==> config.mk <==
export PLATFORM = sky130hd
export DESIGN_NAME = smart_camera
export DESIGN_NICKNAME = d
export VERILOG_FILES = /design/src/rtl/smart_camera.sv
export SDC_FILE = /design/constraint.sdc
export NUM_CORES = 1
export LEC_CHECK = 0
export ABC_AREA = 1
export CORE_ASPECT_RATIO = 1.5
export CORE_MARGIN = 2
export CORE_UTILIZATION = 43
export DETAILED_ROUTE_END_ITERATION = 10
export SYNTH_ARGS = -nofsm -noshare
export SYNTH_HDL_FRONTEND = slang
export SYNTH_SLANG_ARGS = --single-unit
==> constraint.sdc <==
create_clock -name clk -period 0.8 [get_ports clk]
set_input_delay 0.12 -clock clk [delete_from_list [all_inputs] [get_ports clk]]
set_output_delay 0.12 -clock clk [all_outputs]
set_load 0.02 [all_outputs]
==> src/rtl/smart_camera.sv <==
// rtl/smart_camera.sv - pan camera driven by synchronized motion and remote-control events
// Remote events step the angle and open a hold window that discards motion events.
module smart_camera #(
    parameter int HOLD_CYCLES = 8
) (
    input  logic       clk,
    input  logic       rst,
    input  logic       motion_detected,
    input  logic       remote_control,
    output logic [1:0] camera_angle
);

    localparam logic [7:0] HOLD_LOAD = 8'(HOLD_CYCLES);

    logic [1:0] rst_sync;
    logic       rst_int;
    logic [2:0] motion_sync;
    logic [2:0] remote_sync;
    logic       motion_ev;
    logic       remote_ev;
    logic [7:0] hold_cnt;
    logic       dir_up;

    // Asynchronous assertion, release retimed through two flops.
    always_ff @(posedge clk or negedge rst) begin
        if (!rst) begin
            rst_sync <= 2'b00;
        end else begin
            rst_sync <= {rst_sync[0], 1'b1};
        end
    end

    assign rst_int = rst_sync[1];

    always_ff @(posedge clk or negedge rst_int) begin
        if (!rst_int) begin
            motion_sync <= 3'b000;
            remote_sync <= 3'b000;
        end else begin
            motion_sync <= {motion_sync[1:0], motion_detected};
            remote_sync <= {remote_sync[1:0], remote_control};
        end
    end

    assign motion_ev = motion_sync[1] & ~motion_sync[2];
    assign remote_ev = remote_sync[1] & ~remote_sync[2];

    // Remote wins over a coincident motion event; motion during hold is dropped.
    always_ff @(posedge clk or negedge rst_int) begin
        if (!rst_int) begin
            camera_angle <= 2'd0;
            dir_up       <= 1'b1;
            hold_cnt     <= 8'd0;
        end else if (remote_ev) begin
            camera_angle <= camera_angle + 2'd1;
            hold_cnt     <= HOLD_LOAD;
        end else if (hold_cnt != 8'd0) begin
            hold_cnt <= hold_cnt - 8'd1;
        end else if (motion_ev) begin
            if (dir_up) begin
                if (camera_angle == 2'd3) begin
                    camera_angle <= 2'd2;
                    dir_up       <= 1'b0;
                end else begin
                    camera_angle <= camera_angle + 2'd1;
                end
            end else begin
                if (camera_angle == 2'd0) begin
                    camera_angle <= 2'd1;
                    dir_up       <= 1'b1;
                end else begin
                    camera_angle <= camera_angle - 2'd1;
                end
            end
        end
    end

endmodule

==> run_results.csv <==
group,metric,value,unit
run_status,outcome,"complete, but fails checks",
run_status,violations,"negative setup slack",
final_layout,antenna_cells,0,
clock_network,cts_tree,"done",
worst_setup_path,worstRegToRegCells,6,
logic_synthesis,ys_seq_area_share,48.7,%
sta,setup_slack,-375,ps
floorplanning,num_io_pins,6,
logic_synthesis,synth_cells,107,
detailed_routing,vias_per_cell,4.76,
detailed_routing,routed-via-count,742,
logic_synthesis,synth_area_leaders,"dfrtp_1, nand2_1, ha_1, inv_1, nand3_1",
clock_network,cts_buffers,3,
final_layout,area_delta_synth_final,29.9,%
grt,grt_pass1_vias,723,
placed_design,dpl.hpwl,1400,um
worst_setup_path,r2r_start,"hold_cnt[3]$_DFFE_PN0P_",
sta,fin_crit,1180,ps
worst_setup_path,endpoint_kind,"flip-flop",
worst_setup_path,cp-startpoint,"hold_cnt[3]$_DFFE_PN0P_",
final_layout,multi_input_comb_area,482,sq um
placed_design,gp_congestion,0.786,
grt,grt_util_met2,26.3,%
grt,use_met3,1.73,%
grt,grt_busiest_layer,"met2",
power,power.density,3380,mW/mm^2
grt,grt_pass1_wl,3220,um
detailed_routing,ant_nets,0,
logic_synthesis,synth_area,978,sq um
clock_network,htreeDepth,1,
detailed_routing,wire_per_inst,11.2,um
grt,grt.met1_usage,19.7,%
floorplanning,die_w,43.0,um
worst_setup_path,crit_fanout,6,
clock_network,clock_latency,310,ps
clock_network,clock_sinks,19,
worst_setup_path,critPathArrivalTime,1390,ps
sta,setup_viol,13,
floorplanning,rows,21,
placed_design,place_ws,-382,ps
logic_synthesis,yosys_warnings,0,
detailed_routing,drc_errors,0,
grt,grt_max_degree,13,
worst_setup_path,crit_required,1010,ps
sta,rsz0062_at_grt,"true",
floorplanning,die-area,0.00268,sq mm
sta,clock-skew-final,6.01,ps
clock_network,cts.clk_slew.worst_paths,120,ps
final_layout,fin_area,0.00127,sq mm
detailed_routing,firstDrtPassIters,4,
final_layout,nFillCells,213,
power,p_leak,0.650,nW
floorplanning,coreArea,0.00221,sq mm
floorplanning,dieHeight,62.4,um
floorplanning,start_util,44.3,%
grt,antenna_found_initial,0,
detailed_routing,drt_iter0_markers,8,
worst_setup_path,worstSetupEndpoint,"hold_cnt[1]$_DFFE_PN0P_",
worst_setup_path,r2r_slack,-380,ps
placed_design,postPlaceCellArea,0.00120,sq mm
grt,track_usage,16.1,%
placed_design,io_buffer_count,5,
final_layout,register_area,482,sq um
logic_synthesis,yosysUniqueCellTypes,20,
worst_setup_path,critical_path_class,"flip-flop to flip-flop",
sta,finalHoldViolCount,0,
sta,min_period_over_period,147,%
logic_synthesis,ys_ff_latch,19,
clock_network,clockRootBuffer,"clkbuf_4",
hold_path,hold_class,"flip-flop to asynchronous set/reset pin",
logic_synthesis,synth_top_area_share,46.0,%
logic_synthesis,synth.avg_cell_area,9.14,sq um
power,vdd_drop_max,1.74,mV
job,max_cap_violations,0,
final_layout,drive_gt1_share,40.6,%
worst_setup_path,rr_endpoint,"hold_cnt[1]$_DFFE_PN0P_",
sta,maxSlewViolCount,0,
worst_setup_path,setup.worst_path.start_class,"flip-flop",
sta,fmax,851,MHz
detailed_routing,wl,1750,um
grt,grt_overflow,0,
logic_synthesis,syn_nets,117,
final_layout,layout.nets,144,
clock_network,cts_buffer_depth,2,
logic_synthesis,yosys.area.top_type,"dfrtp_1",
==> cell usage in the layout, fill, tap and decap left out, types with 2 or more instances in the layout <==
cell and instances:
nand2_4 5, nand2_2 4, buf_4 16, buf_6 2, o21ai_0 2, nor2_4 3
nand3_1 7, nand4_1 2, nand3_2 2, dfrtp_2 4, clkdlybuf4s50_1 3, inv_2 5
clkbuf_4 3, inv_1 11, nor2_1 10, o21ai_1 2, ha_1 4, nand2_1 18
dfrtp_1 14, o21ai_2 3, nor3_1 2
==> kinds of logic (layout without fill, tap and decap cells) <==
| group | after synthesis | in the layout | share of synthesized area, % |
|---|---|---|---|
| flops | 19 | 19 | 48.7 |
| other cells | 1 | 1 | 0.383 |
| xor+xnor | 2 | 2 | 1.79 |
| fa+ha+maj | 6 | 6 | 7.67 |
| compound gates | 7 | 7 | 4.35 |
| buf+inv | 17 | 43 | 6.52 |
| simple gates | 55 | 55 | 30.6 |
==> critical path, stage by stage, from the launching register on <==
cell	delay, ps
dfrtp_1	450
nor2_4	160
nand2_4	80
nor2_8	160
nand2_4	110
nand2_2	80
o21ai_2	50
==> metrics by stage <==
stage / utilization, % / std cells / hold slack [ps] / setup TNS, ps / total power [W]
6_report: 57.6 / 156 / 85.1 / -4300 / 0.00430
5_1_grt: 57.6 / 156 / 99.1 / -5320 / 0.00471
4_1_cts: 56.6 / 156 / 93.4 / -4420 / 0.00427
3_5_place_dp: 54.4 / 150 / 67.6 / -4470 / 0.00370
3_3_place_gp: 54.4 / 150 / 66.0 / -4360 / 0.00364
2_1_floorplan: - / 107 / -176 / -3220 / 0.00295
==> timing repair <==
action                                  in CTS  in global routing
pin swaps                                    2                  0
endpoints found under the setup margin      13                 13
gates cloned                                 0                  0
hold buffers                                 1                  0
buffers inserted                             1                  0
endpoints found under the hold margin        2                  0
resized for setup                           13                  9
==> layout make-up <==
type	count	share of cell area (%)
tap	23	2.26
timing repair buffer	22	14.4
clock inverter	1	0.591
multi-input combinational	71	37.9
inverter	17	5.22
clock buffer	3	1.77
sequential	19	37.9
==> worst min path at each step <==
stage                               start                      end
global placement    rst_sync[1]$_DFF_PN0_  hold_cnt[3]$_DFFE_PN0P_
CTS                 rst_sync[1]$_DFF_PN0_  hold_cnt[3]$_DFFE_PN0P_
global route        rst_sync[1]$_DFF_PN0_  hold_cnt[3]$_DFFE_PN0P_
floorplan                             rst    rst_sync[0]$_DFF_PN0_
finish              rst_sync[1]$_DFF_PN0_  hold_cnt[3]$_DFFE_PN0P_
detailed placement  rst_sync[1]$_DFF_PN0_  hold_cnt[3]$_DFFE_PN0P_
==> where the power goes <==
part / total (W) / internal [W] / leakage (nW) / switching [W]
logic: 0.00223 / 0.00109 / 0.411 / 0.00114
clock network: 0.000517 / 0.000191 / 0.0139 / 0.000326
registers: 0.00154 / 0.00125 / 0.225 / 0.000297
==> routing by layer <==
metal,vias up,part of all wire [%]
li1,383,-
met1,343,41
met2,11,53
met3,5,1.9
met4,0,3.2
met5,-,0
==> sequential cells by signal, indices dropped and copies added, names as in the netlist <==
name / cells
rst_sync: 2
hold_cnt: 8
remote_sync: 3
dir_up: 1
camera_angle: 2
motion_sync: 3
==> cell usage after synthesis <==
master	n
nand2_1	22
dfrtp_1	18
inv_1	15
nor2_1	10
nand3_1	9
ha_1	6
o21ai_0	5
nand2_4	4
nor2_4	3
inv_2	2
nand4_1	2
nor3_1	2
o21ai_2	2
conb_1	1
dfstp_2	1
nand2_2	1
nor2_2	1
nor2_8	1
xnor2_1	1
xor2_1	1
Note: power is estimated with default switching activity, not from simulation.
